`src/rtl/reg_scoreboard.sv`:
```
// Issue-stage register scoreboard: per-register pending-write counters, RAW/saturation/PC-shadow stalls.
// Optional sticky protocol-error flag is built only when SB_ERR_EN is defined.
module reg_scoreboard #(
  parameter int CNT_W = 2
) (
  input  logic        clk,
  input  logic        reset,
  input  logic        iss_valid,
  output logic        iss_ready,
  input  logic [3:0]  iss_rn,
  input  logic [3:0]  iss_rm,
  input  logic        iss_use_rn,
  input  logic        iss_use_rm,
  input  logic        iss_wr,
  input  logic [3:0]  iss_rd,
  input  logic        wb_valid,
  input  logic [3:0]  wb_addr,
  output logic [3:0]  ra1,
  output logic [3:0]  ra2,
  output logic        op_valid,
  output logic        pc_pending,
  output logic [15:0] busy,
  output logic        err
);

  localparam logic [CNT_W-1:0] CNT_MAX = '1;

  logic [15:0][CNT_W-1:0] count_reg;
  logic [15:0][CNT_W-1:0] count_next;
  logic                   op_valid_reg;
  logic                   raw;
  logic                   sat;
  logic                   pcs;
  logic                   accept;

  // A same-cycle writeback does not release a stall: the register file
  // would still return the old value on that edge.
  assign raw       = (iss_use_rn & busy[iss_rn]) | (iss_use_rm & busy[iss_rm]);
  assign sat       = iss_wr & (count_reg[iss_rd] == CNT_MAX);
  assign pcs       = busy[15];
  assign iss_ready = ~(raw | sat | pcs);
  assign accept    = iss_valid & iss_ready;

  assign ra1        = iss_rn;
  assign ra2        = iss_rm;
  assign op_valid   = op_valid_reg;
  assign pc_pending = busy[15];

  generate
    for (genvar gi = 0; gi < 16; gi++) begin : g_cnt
      logic inc;
      logic dec;
      assign inc = accept & iss_wr & (iss_rd == 4'(gi));
      assign dec = wb_valid & (wb_addr == 4'(gi));
      // Underflow (dec at zero) saturates at zero; inc+dec together cancel.
      assign count_next[gi] =
          (inc & ~dec)                               ? count_reg[gi] + CNT_W'(1) :
          (dec & ~inc & (count_reg[gi] != '0))       ? count_reg[gi] - CNT_W'(1) :
                                                       count_reg[gi];
      assign busy[gi] = (count_reg[gi] != '0);
    end
  endgenerate

  always_ff @(posedge clk) begin
    if (reset) begin
      count_reg    <= '0;
      op_valid_reg <= 1'b0;
    end else begin
      count_reg    <= count_next;
      op_valid_reg <= accept;
    end
  end

`ifdef SB_ERR_EN
  logic err_reg;
  logic err_set;

  assign err_set = (wb_valid & (count_reg[wb_addr] == '0)) | (accept & pcs);

  always_ff @(posedge clk) begin
    if (reset) begin
      err_reg <= 1'b0;
    end else if (err_set) begin
      err_reg <= 1'b1;
    end
  end

  assign err = err_reg;
`else
  assign err = 1'b0;
`endif

endmodule

```
`config.mk`:
```
export PLATFORM = sky130hd
export DESIGN_NAME = reg_scoreboard
export DESIGN_NICKNAME = d
export VERILOG_FILES = /design/src/rtl/reg_scoreboard.sv
export SDC_FILE = /design/constraint.sdc
export NUM_CORES = 1
export LEC_CHECK = 0
export BUFFER_PORTS_ARGS = -buffer_cell sky130_fd_sc_hd__buf_2
export CAP_MARGIN = 5
export CORE_MARGIN = 2
export CORE_UTILIZATION = 57
export CTS_CLUSTER_DIAMETER = 60
export DETAILED_ROUTE_END_ITERATION = 16
export GPL_ROUTABILITY_DRIVEN = 0
export PLACE_DENSITY = 0.81
export SETUP_SLACK_MARGIN = 0.4
export SYNTH_ARGS = -nofsm -noshare
export SYNTH_HDL_FRONTEND = slang
export SYNTH_SLANG_ARGS = --single-unit
```
`constraint.sdc`:
```
create_clock -name clk -period 3.03 [get_ports clk]
set_input_delay 0.1515 -clock clk [delete_from_list [all_inputs] [get_ports clk]]
set_output_delay 0.1515 -clock clk [all_outputs]
set_load 0.005 [all_outputs]
```
Word level (Yosys, flattened, before mapping) --
Cells that the tools add are included. Widths: inputs -> output; s select.
Operators by class: add/sub/neg operators 32, order comparisons 3, equality and inequality tests 31, muxes and demuxes 38, bitwise logic cells 121, reductions and logical operators 34
Operator list (count):
- $and 1x1->1 | 85
- $mux 2 | 33
- $eq 4x4->1 const B | 16
- $reduce_bool 2->1 | 32
- $not 1->1 | 33
- $add 2x1->2 const B | 16
- $eq 4x3->1 const B | 8
- $sub 2x1->2 const B | 16
- $eq 4x2->1 const B | 4
- $lt 4x5->1 const B | 3
- $bmux 1 s4 | 2
- $bmux 2 s4 | 1
- $eq 4x1->1 const B | 2
- $logic_not 4->1 | 2
- $or 1x1->1 | 3
- $eq 2x2->1 const B | 1
- $mux 1 | 2
Storage, ports and cells: flip-flop bits (word level) 33, output and inout bits 28, logic and storage cells 276

Depth between registers and ports, before layout --
Gate-level depths: netlist of run 1.
depth in word-level cells 16, mapped depth 10, gate-level depth less buffers 8

Least setup slack after synthesis of run 1 --
Ideal clock, no wire load.
path kind register -> register, from register count_reg[18] (netlist bit), to register count_reg[16] (netlist bit), setup time 0.086 ns, arrival time 2.558 ns, required time 2.944 ns, slack 0.386 ns, cell stages (with the launch flop) 9, path buffers 1, period minus slack after synthesis 2.644 ns, cell sequence dfxtp_1 or2_1 mux4_2 a2111oi_2 nor2_1 buf_4 or4_1 xnor2_1 a211oi_1
On the way: word-level cells in the longest chain between the ends 15
Ends and longest elaborated chain:
- start: declaration | line 28 | logic [15:0][CNT_W-1:0] count_reg;
- start signal: assignment | line 69 | count_reg <= count_next;
- $reduce_bool 2->1 * | line 60 | assign busy[gi] = (count_reg[gi] != '0);
- via busy[9] | line 22 | output logic [15:0] busy,
- $bmux 1 s4 | line 38 | assign raw = (iss_use_rn & busy[iss_rn]) | (iss_use_rm & busy[iss_rm]);
- $mux 1 (not written as such) | line 38
- $and 1x1->1 | line 38
- $or 1x1->1 * | line 38
- $or 1x1->1 * (2 in a row) | line 41 | assign iss_ready = ~(raw | sat | pcs);
- $not 1->1 * | line 41
- $and 1x1->1 * | line 42 | assign accept = iss_valid & iss_ready;
- $and 1x1->1 * (2 in a row) | line 53 | assign inc = accept & iss_wr & (iss_rd == 4'(gi));
- $not 1->1 | line 58 | (dec & ~inc & (count_reg[gi] != '0)) ? count_reg[gi] - CNT_W'(1) :
- $and 1x1->1 (2 in a row) | line 58
- $reduce_bool 2->1 (no line)
Mark *: on every way through the listed nets, which the timed path passes. The rest lies on a longest branch. The select of a mux whose other input is x is not followed. A chain may end at the register's enable or synchronous reset.

Final worst setup path of run 1 --
from register count_reg[26] (netlist bit), to output iss_ready
On the way: word-level cells in the longest chain between the ends 8
Ends and longest elaborated chain:
- $reduce_bool 2->1 | line 60
- $bmux 1 s4 | line 38
- $mux 1 (not written as such) | line 38
- $and 1x1->1 | line 38
- $or 1x1->1 | line 38
- $or 1x1->1 * (2 in a row) | line 41
- $not 1->1 * | line 41
- end: declaration | line 9 | output logic iss_ready,
Mark *: on every way between the ends. The rest lies on a longest branch, timed or not. The select of a mux whose other input is x is not followed.

==> results of run 1 <==
-- metrics by stage --
step | power (W) | cell area (um2) | setup slack, ns
floorplan | 0.000572 | 3050 | 0.435
global placement | 0.000631 | 3310 | 0.281
detailed placement | 0.000634 | 3310 | 0.223
CTS | 0.000987 | 3550 | 0.343
global route | 0.00104 | 3660 | 0.222
finish | 0.00101 | 3660 | 0.312
-- routing by layer --
layer	global-route usage (%)	share of wire (%)	vias to the layer above	wire length [um]
met5	0	0	-	0
met4	18.7	5.4	0	527
met2	50.5	45	269	4350
met1	41.3	39	1571	3750
li1	-	-	1450	-
met3	6.94	11	61	1050
-- worst max-delay path: stages (launching register included) --
cell       delay [ns]
dfxtp_4          0.36
or2_4            0.27
mux4_2           0.49
a2111oi_4        0.43
nor2_2           0.11
or3_4            0.41
nor2_4           0.10
buf_2            0.11
-- synth_stat cells, types with 6 or more instances --
cell      instances
dfxtp_1          33
nand2_1          32
nor2_1           27
nor3_1           19
mux4_2           16
buf_4            13
inv_1            13
or2_2            12
xnor2_1          11
o21ai_0          10
clkbuf_1          9
nand3b_1          9
or3_1             9
nand2b_1          7
nor4_1            7
nor4_2            7
a21oi_1           6
a221oi_1          6
a41oi_1           6
and3_1            6
nor2b_1           6
-- layout by cell type, fill, tap and decap left out, drive strengths merged, types with 7 or more instances in the layout --
cell    count
a221oi      9
nor2       27
inv        13
mux4       16
nand3b      9
nand2      32
or2        17
buf        75
dfxtp      33
nor3       20
or3         9
xnor2      11
nor4       17
clkbuf      7
o21ai      10
nand2b      7
-- area by class of cell --
class	instances	area, um2	share of cell area (%)
multi-input cells	273	2300	62.9
well taps	70	87.6	2.39
repair buffers	75	459	12.5
clock buffers	7	86.3	2.36
flip-flops and latches	33	678	18.5
inverters	13	48.8	1.33
-- worst min path at each step --
| stage | to | slack (ns) | cells past startpoint | start |
|---|---|---|---|---|
| final | op_valid | 0.13 | 2 | iss_valid |
| after global routing | op_valid | 0.13 | 2 | iss_valid |
| after CTS | op_valid | 0.13 | 2 | iss_valid |
| after detailed placement | op_valid | 0.43 | 2 | iss_valid |
| after global placement | op_valid | 0.42 | 2 | iss_valid |
| after floorplan | op_valid | 0.30 | 1 | iss_valid |
-- where the power goes --
group	switching [W]	internal (W)
sequential	0.00000357	0.000434
clock	0.000172	0.000181
combinational	0.000137	0.0000851
-- timing repair --
| item | in CTS | in global routing |
|---|---|---|
| buffers inserted | 8 | 3 |
| gates resized for setup | 27 | 18 |
| cloned | 0 | 1 |
| hold buffers | 0 | 0 |
| endpoints found under the hold margin | 0 | 0 |
| setup endpoints to repair | 20 | 25 |
| pin swaps | 14 | 14 |
-- logic make-up after synthesis --
| logic type | count (synthesis) | synth area share (%) |
|---|---|---|
| buf+inv | 44 | 7.75 |
| mux | 17 | 12.2 |
| flops | 33 | 21.8 |
| xor+xnor | 13 | 3.75 |
| simple gates | 170 | 34.1 |
| other cells | 1 | 0.124 |
| compound gates | 72 | 20.2 |
==> results.tsv, run 1 <==
metric	value	unit
Worst-Skew Late Latency	0.29	ns
I/O Buffers	49	
vias per cell	7.11	
Syn-to-layout area delta	20.7	%
fraction of registers with async set/reset	0	%
routed len/inst	20.5	um
Num CTS Buffers	5	
layout cells sized above 1	40.6	%
Routed Wire Length	9.68	mm
clock buffer depth	2	
max-cap viol count	0	
Clock transition at path regs	0.07	ns
Worst-Margin Slew	0.666	ns
Placed Cells incl. Taps	452	
kind of critical path	flip-flop to output pin	
Util after Layout	71.7	%
Max Slew Vio Count	0	
initial antenna violation count	0	
Seq/Total Area, Yosys	21.8	%
Period minus WS final	2.72	ns
full die area	5920	um2
CTS tree	yes	
pin count of the biggest net entering global routing	36	
vias in the first global route	3008	
CTS HTree Levels	2	
Non-Filler Instances	471	
syn_area_per_cell	8.67	um2
skew final	0.00600	ns
outcome	finished, final reports clean	
power per cell area	276	nW/um2
register-to-register setup slack	0.32	ns
Peak Freq	368	MHz
dpl hpwl	6.68	mm
DR iter-0 viols	459	
DR pass1 iterations	8	
LEAKAGE	1.41	nW
R2R Path Start	count_reg[26]	
Synth cell types	58	
die height	77.0	um
clk sinks	33	
Detail Route Antenna Nets	0	
Nets	424	
Total Routing Usage GR	32.4	%
Worst Setup EP	iss_ready	
Setup violations, final	0	
WHS	0.130	ns
largest cells by area after synthesis	dfxtp_1 22%, mux4_2 12%, nand2_1 4.0%	
Post-synth EDFFs	0	
RR Endpoint	count_reg[19]	
fin crit share	89.7	%
cell area after synthesis	3030	um2
wire length of the first global-routing pass	15.1	mm
CP max FO	5	
Setup crit start	count_reg[26]	
slew margin rel.	55.2	%
Root Driver	clkbuf_8	
Setup TNS	0	ns
final-layout fill cell count	377	
I/O pin cnt	51	
VDD IR max	165	uV
top_reg_cell synth	dfxtp_1	
Core ar.	5110	um2
Post-Syn Instances	350	
initial cell density of the core	59.4	%
Final Hold Fails	0	
share of the synthesized area in the top cell type	21.8	%
dominant cell type by area after synthesis	dfxtp_1	
data required time at the worst endpoint	2.88	ns
critical path arrival	2.57	ns
min-delay worst type	input pin to flip-flop	
number of flip-flops in the largest register	32	
row cnt	26	
warnings from Yosys	0	
width of the die	77.0	um
Post-Syn Nets	373	
Critical Path Source Type	flip-flop	
via count	3351	
Post-route DRC	0	
path depth of the worst reg2reg path	11	
#FFs+latches synth	33	
GRT overflow	0	
RSZ-0062 raised after global routing	yes	
Ant. Diodes	0	
crit end category	output pin	
(Power assumes the default switching activity.)
==> run 2: changes to the inputs <==
--- a/config.mk
+++ b/config.mk
@@ -5,6 +5,7 @@
 export SDC_FILE = /design/constraint.sdc
 export NUM_CORES = 1
 export LEC_CHECK = 0
+export ABC_AREA = 0
 export BUFFER_PORTS_ARGS = -buffer_cell sky130_fd_sc_hd__buf_2
 export CAP_MARGIN = 5
 export CORE_MARGIN = 2
@@ -13,7 +14,6 @@
 export DETAILED_ROUTE_END_ITERATION = 16
 export GPL_ROUTABILITY_DRIVEN = 0
 export PLACE_DENSITY = 0.81
-export SETUP_SLACK_MARGIN = 0.4
 export SYNTH_ARGS = -nofsm -noshare
 export SYNTH_HDL_FRONTEND = slang
 export SYNTH_SLANG_ARGS = --single-unit
==> run 2 against run 1 <==
Net effect:
- setup slack worse by 0.12 ns
- worst hold slack worse by 0.014 ns
- largest cell class unchanged
- critical endpoint is now count_reg[26]
- final area fell by 6.6%
- maximum frequency shrank 4.2%
- final cell count down 2.3%
- via count fell by 6.1%
- register-to-register slack got worse by 0.13 ns
- sequential share of layout area increased by 0.79 points
- flip-flop and latch count is the same
==> results.tsv, run 2 (synthesized netlist as in run 1, its figures left out) <==
metric	value	unit
outcome	finished, final reports clean	
power per cell area	287	nW/um2
die height	77.0	um
Num CTS Buffers	5	
row cnt	26	
Core ar.	5110	um2
Clock Power Share	35.4	%
number of flip-flops in the largest register	32	
I/O Buffers	49	
CTS HTree Levels	2	
pin count of the biggest net entering global routing	36	
I/O pin cnt	51	
via count	3147	
Total Routing Usage GR	32.3	%
highest metal used	met4	
Setup TNS	0	ns
Placed Cells incl. Taps	453	
data required time at the worst endpoint	3.22	ns
Syn-to-layout area delta	12.8	%
Worst-Skew Late Latency	0.29	ns
register-to-register setup slack	0.19	ns
sw frac	29.8	%
slew margin rel.	46.5	%
critical path arrival	3.02	ns
combinational share of power	19.8	%
min-delay worst type	input pin to flip-flop	
Critical Path Source Type	flip-flop	
Sw Pwr	0.000293	W
Seq pwr share	44.8	%
LEAKAGE	1.33	nW
dpl hpwl	6.96	mm
Setup violations, final	0	
vias in the first global route	3032	
full die area	5920	um2
wire length of the first global-routing pass	15.1	mm
DR pass1 iterations	6	
CP max FO	15	
initial antenna violation count	0	
GRT overflow	0	
Clock transition at path regs	0.07	ns
commonest cells after routing, fill and taps aside	49 x buf_2, 33 x dfxtp_1, 32 x nand2_1	
# Post-CTS Setup Buffers	0	
layout cells sized above 1	32.3	%
most common cell after layout, fill and taps aside	buf_2	
Peak Freq	353	MHz
wire length on met1	3.61	mm
initial cell density of the core	59.4	%
width of the die	77.0	um
skew final	0.0110	ns
fin crit share	93.6	%
Final Hold Fails	0	
Post-route DRC	0	
RSZ-0062 raised after global routing	no	
Period minus WS final	2.84	ns
Root Driver	clkbuf_8	
Ant. Diodes	0	
WL met2	4.20	mm
Worst-Margin Slew	0.797	ns
CTS tree	yes	
max-cap viol count	0	
vias per cell	6.84	
clk sinks	33	
VDD IR max	247	uV
Routed Wire Length	9.22	mm
Detail Route Antenna Nets	0	
Max Slew Vio Count	0	
Non-Filler Instances	460	
routed len/inst	20.1	um
WHS	0.116	ns
Nets	413	
clock buffer depth	2	
Cell Int Power	0.000690	W
WL met3	974	um
DR iter-0 viols	356	
crit end category	flip-flop	
kind of critical path	flip-flop to flip-flop	
run 2: cell types whose count changed in the layout (fill, tap and decap cells not counted), moves of 5 or more:
cell,change
buf_4,-8
dfxtp_2,-5
dfxtp_1,+8
nor4_4,-5
buf_6,-5
run 2: power by group through the flow:
stage               Sequential, W  Combinational [W]  Clock (W)
floorplan                0.000449           0.000122          0
global placement         0.000450           0.000184          0
detailed placement       0.000450           0.000188          0
CTS                      0.000440           0.000189   0.000347
global route             0.000440           0.000209   0.000366
finish                   0.000440           0.000195   0.000348
run 2: area by class of cell:
type,count,area [um2]
flip-flops and latches,33,661
fillers,455,1680
multi-input cells,273,2160
clock buffers,7,86.3
well taps,70,87.6
repair buffers,64,383
inverters,13,48.8
run 2: per-stage QoR:
step           setup WS [ns]  total power [W]  area, um2  util, %
2_1_floorplan          0.386         0.000570       3030        -
3_5_place_dp           0.166         0.000638       3320     65.1
4_1_cts               0.0926         0.000975       3410     66.8
3_3_place_gp           0.266         0.000634       3320     65.1
6_report               0.194         0.000984       3420     67.0
5_1_grt               0.0300          0.00102       3420     67.0
run 2: what timing repair did:
| item | CTS | global route |
|---|---|---|
| hold buffers | 0 | 0 |
| resized for setup | 0 | 3 |
| setup endpoints to repair | 0 | 3 |
run 2: path summary, 6_finish.rpt:
kind              depth (start not counted)            end           from
hold / removal                            2       op_valid      iss_valid
setup / recovery                          9  count_reg[26]  count_reg[18]
setup reg to reg                          9  count_reg[26]  count_reg[18]
hold reg to reg                           2  count_reg[30]  count_reg[31]
run 2: metal layers:
metal,global-route usage [%],vias to the layer above
li1,-,1418
met1,39.6,1471
met2,52.6,210
met3,7.76,48
met4,16.9,0
met5,0,-
run 2: critical path, stage by stage (launching register included):
cell	delay, ns
dfxtp_1	0.37
or2_1	0.31
mux4_2	0.49
a2111oi_2	0.45
nor2_2	0.10
buf_4	0.23
nor3_4	0.19
buf_12	0.17
a41oi_1	0.10
a221oi_1	0.32
==> run 3: changes to the inputs <==
--- a/config.mk
+++ b/config.mk
@@ -13,7 +13,7 @@
 export CTS_CLUSTER_DIAMETER = 60
 export DETAILED_ROUTE_END_ITERATION = 16
 export GPL_ROUTABILITY_DRIVEN = 0
-export PLACE_DENSITY = 0.81
+export PLACE_DENSITY = 0.83
 export SYNTH_ARGS = -nofsm -noshare
 export SYNTH_HDL_FRONTEND = slang
 export SYNTH_SLANG_ARGS = --single-unit
==> run 3 against run 2 <==
Net effect:
- total power is 16% higher
- critical path depth is 2 lower
- final area grew 0.69%
- wire length increased by 3.7%
- non-clock buffer count is 3 lower
- sequential share of layout area is 0.13 points lower
- clock skew about the same
- core utilization rose by 0.47 points
- critical path type is now flip-flop to output pin
- clock power grew 46%
- worst hold slack gained 0.0077 ns
- flip-flop and latch count stayed put
- largest power group is now clock
==> results.tsv, run 3 (synthesized netlist as in run 1, its figures left out) <==
metric	value	unit
outcome	finished, final reports clean	
Slowest-stage cell, CP	mux4_2	
vias per cell	7.10	
# Post-CTS Setup Buffers	0	
most common cell after layout, fill and taps aside	buf_2	
CTS HTree Levels	2	
Post-route DRC	0	
slowest stage delay, CP	0.49	ns
RR Endpoint	count_reg[28]	
Syn-to-layout area delta	13.6	%
Detail Route Antenna Nets	0	
GRT overflow	0	
width of the die	77.0	um
pin count of the biggest net entering global routing	36	
Routed Wire Length	9.57	mm
VDD IR max	170	uV
via count	3250	
routed len/inst	20.9	um
Peak Freq	348	MHz
Period minus WS final	2.87	ns
hold path startpoint	iss_valid	
Ant. Diodes	0	
CP max FO	8	
layout cells sized above 1	32.2	%
hold_buf cts	0	
dpl hpwl	6.95	mm
skew final	0.0115	ns
R2R Path Start	count_reg[8]	
I/O pin cnt	51	
Num CTS Buffers	5	
Core ar.	5110	um2
crit end category	output pin	
Setup TNS	0	ns
final std cell area, no fill	3450	um2
Total Routing Usage GR	32.5	%
kind of critical path	flip-flop to output pin	
full die area	5920	um2
Nets	410	
LEAKAGE	1.34	nW
Worst-Skew Late Latency	0.30	ns
Placed Area	3300	um2
Endpoint, Worst Hold	op_valid	
crit-path cells	or2_1 -> mux4_2 -> a2111oi_2 -> nor2_2 -> or3_4 -> nor2_1 -> buf_2	
hold path cells	2	
min-delay worst type	input pin to flip-flop	
clock buffer depth	2	
register-to-register setup slack	0.18	ns
row cnt	26	
DR pass1 iterations	5	
Setup violations, final	0	
data required time at the worst endpoint	2.88	ns
fin crit share	94.8	%
slew margin rel.	59.0	%
path depth of the worst reg2reg path	10	
Max Slew Vio Count	0	
I/O Buffers	49	
# resized after CTS	0	
Root Driver	clkbuf_8	
wire length of the first global-routing pass	15.3	mm
Util after Layout	67.5	%
die height	77.0	um
Final Hold Fails	0	
CTS tree	yes	
power per cell area	332	nW/um2
critical path arrival	2.72	ns
Worst-Margin Slew	0.613	ns
Clock transition at path regs	0.07	ns
initial antenna violation count	0	
Critical Path Source Type	flip-flop	
initial cell density of the core	59.4	%
clk sinks	33	
DR iter-0 viols	371	
Final Worst Setup Slack	0.158	ns
vias in the first global route	3067	
number of flip-flops in the largest register	32	
Place WS	0.183	ns
max-cap viol count	0	
commonest cells after routing, fill and taps aside	49 x buf_2, 33 x dfxtp_1, 32 x nand2_1	
RSZ-0062 raised after global routing	yes	
crit-path leading delay family	simple AND/OR/NAND/NOR gates	
Crit path buffers/inverters	1	
## run 3: metrics by stage
stage	cells	power (W)	hold slack [ns]
2_1_floorplan	350	0.000570	0.297
3_3_place_gp	450	0.000632	0.425
3_5_place_dp	450	0.000638	0.421
4_1_cts	458	0.00114	0.126
5_1_grt	458	0.00118	0.131
6_report	458	0.00114	0.124
## run 3: how the worst max path moves through the flow
stage / startpoint / endpoint / slack [ns] / cells after the start
global route: count_reg[18] / iss_ready / -0.003 / 7
finish: count_reg[26] / iss_ready / 0.16 / 7
detailed placement: count_reg[26] / count_reg[20] / 0.18 / 7
floorplan: count_reg[18] / count_reg[16] / 0.39 / 8
CTS: count_reg[26] / iss_ready / 0.07 / 7
global placement: count_reg[26] / count_reg[12] / 0.26 / 7
## run 3: cell type report
cell class | instances | area, um2
fill | 421 | 1660
sequential | 33 | 661
multi-input combinational | 273 | 2160
timing repair buffer | 61 | 360
clock inverter | 3 | 65.1
tap | 70 | 87.6
clock buffer | 5 | 68.8
inverter | 13 | 48.8
## run 3: routing by layer
layer,GRT usage (%),wire [um]
met5,0,0
met4,16.9,442
met3,9.29,1110
met2,52.9,4410
met1,38.8,3600
## run 3: report_power, final
| part | internal [W] | switching (W) |
|---|---|---|
| registers | 0.000437 | 0.00000366 |
| logic | 0.0000715 | 0.000123 |
| clock network | 0.000327 | 0.000182 |
| total | 0.000835 | 0.000309 |
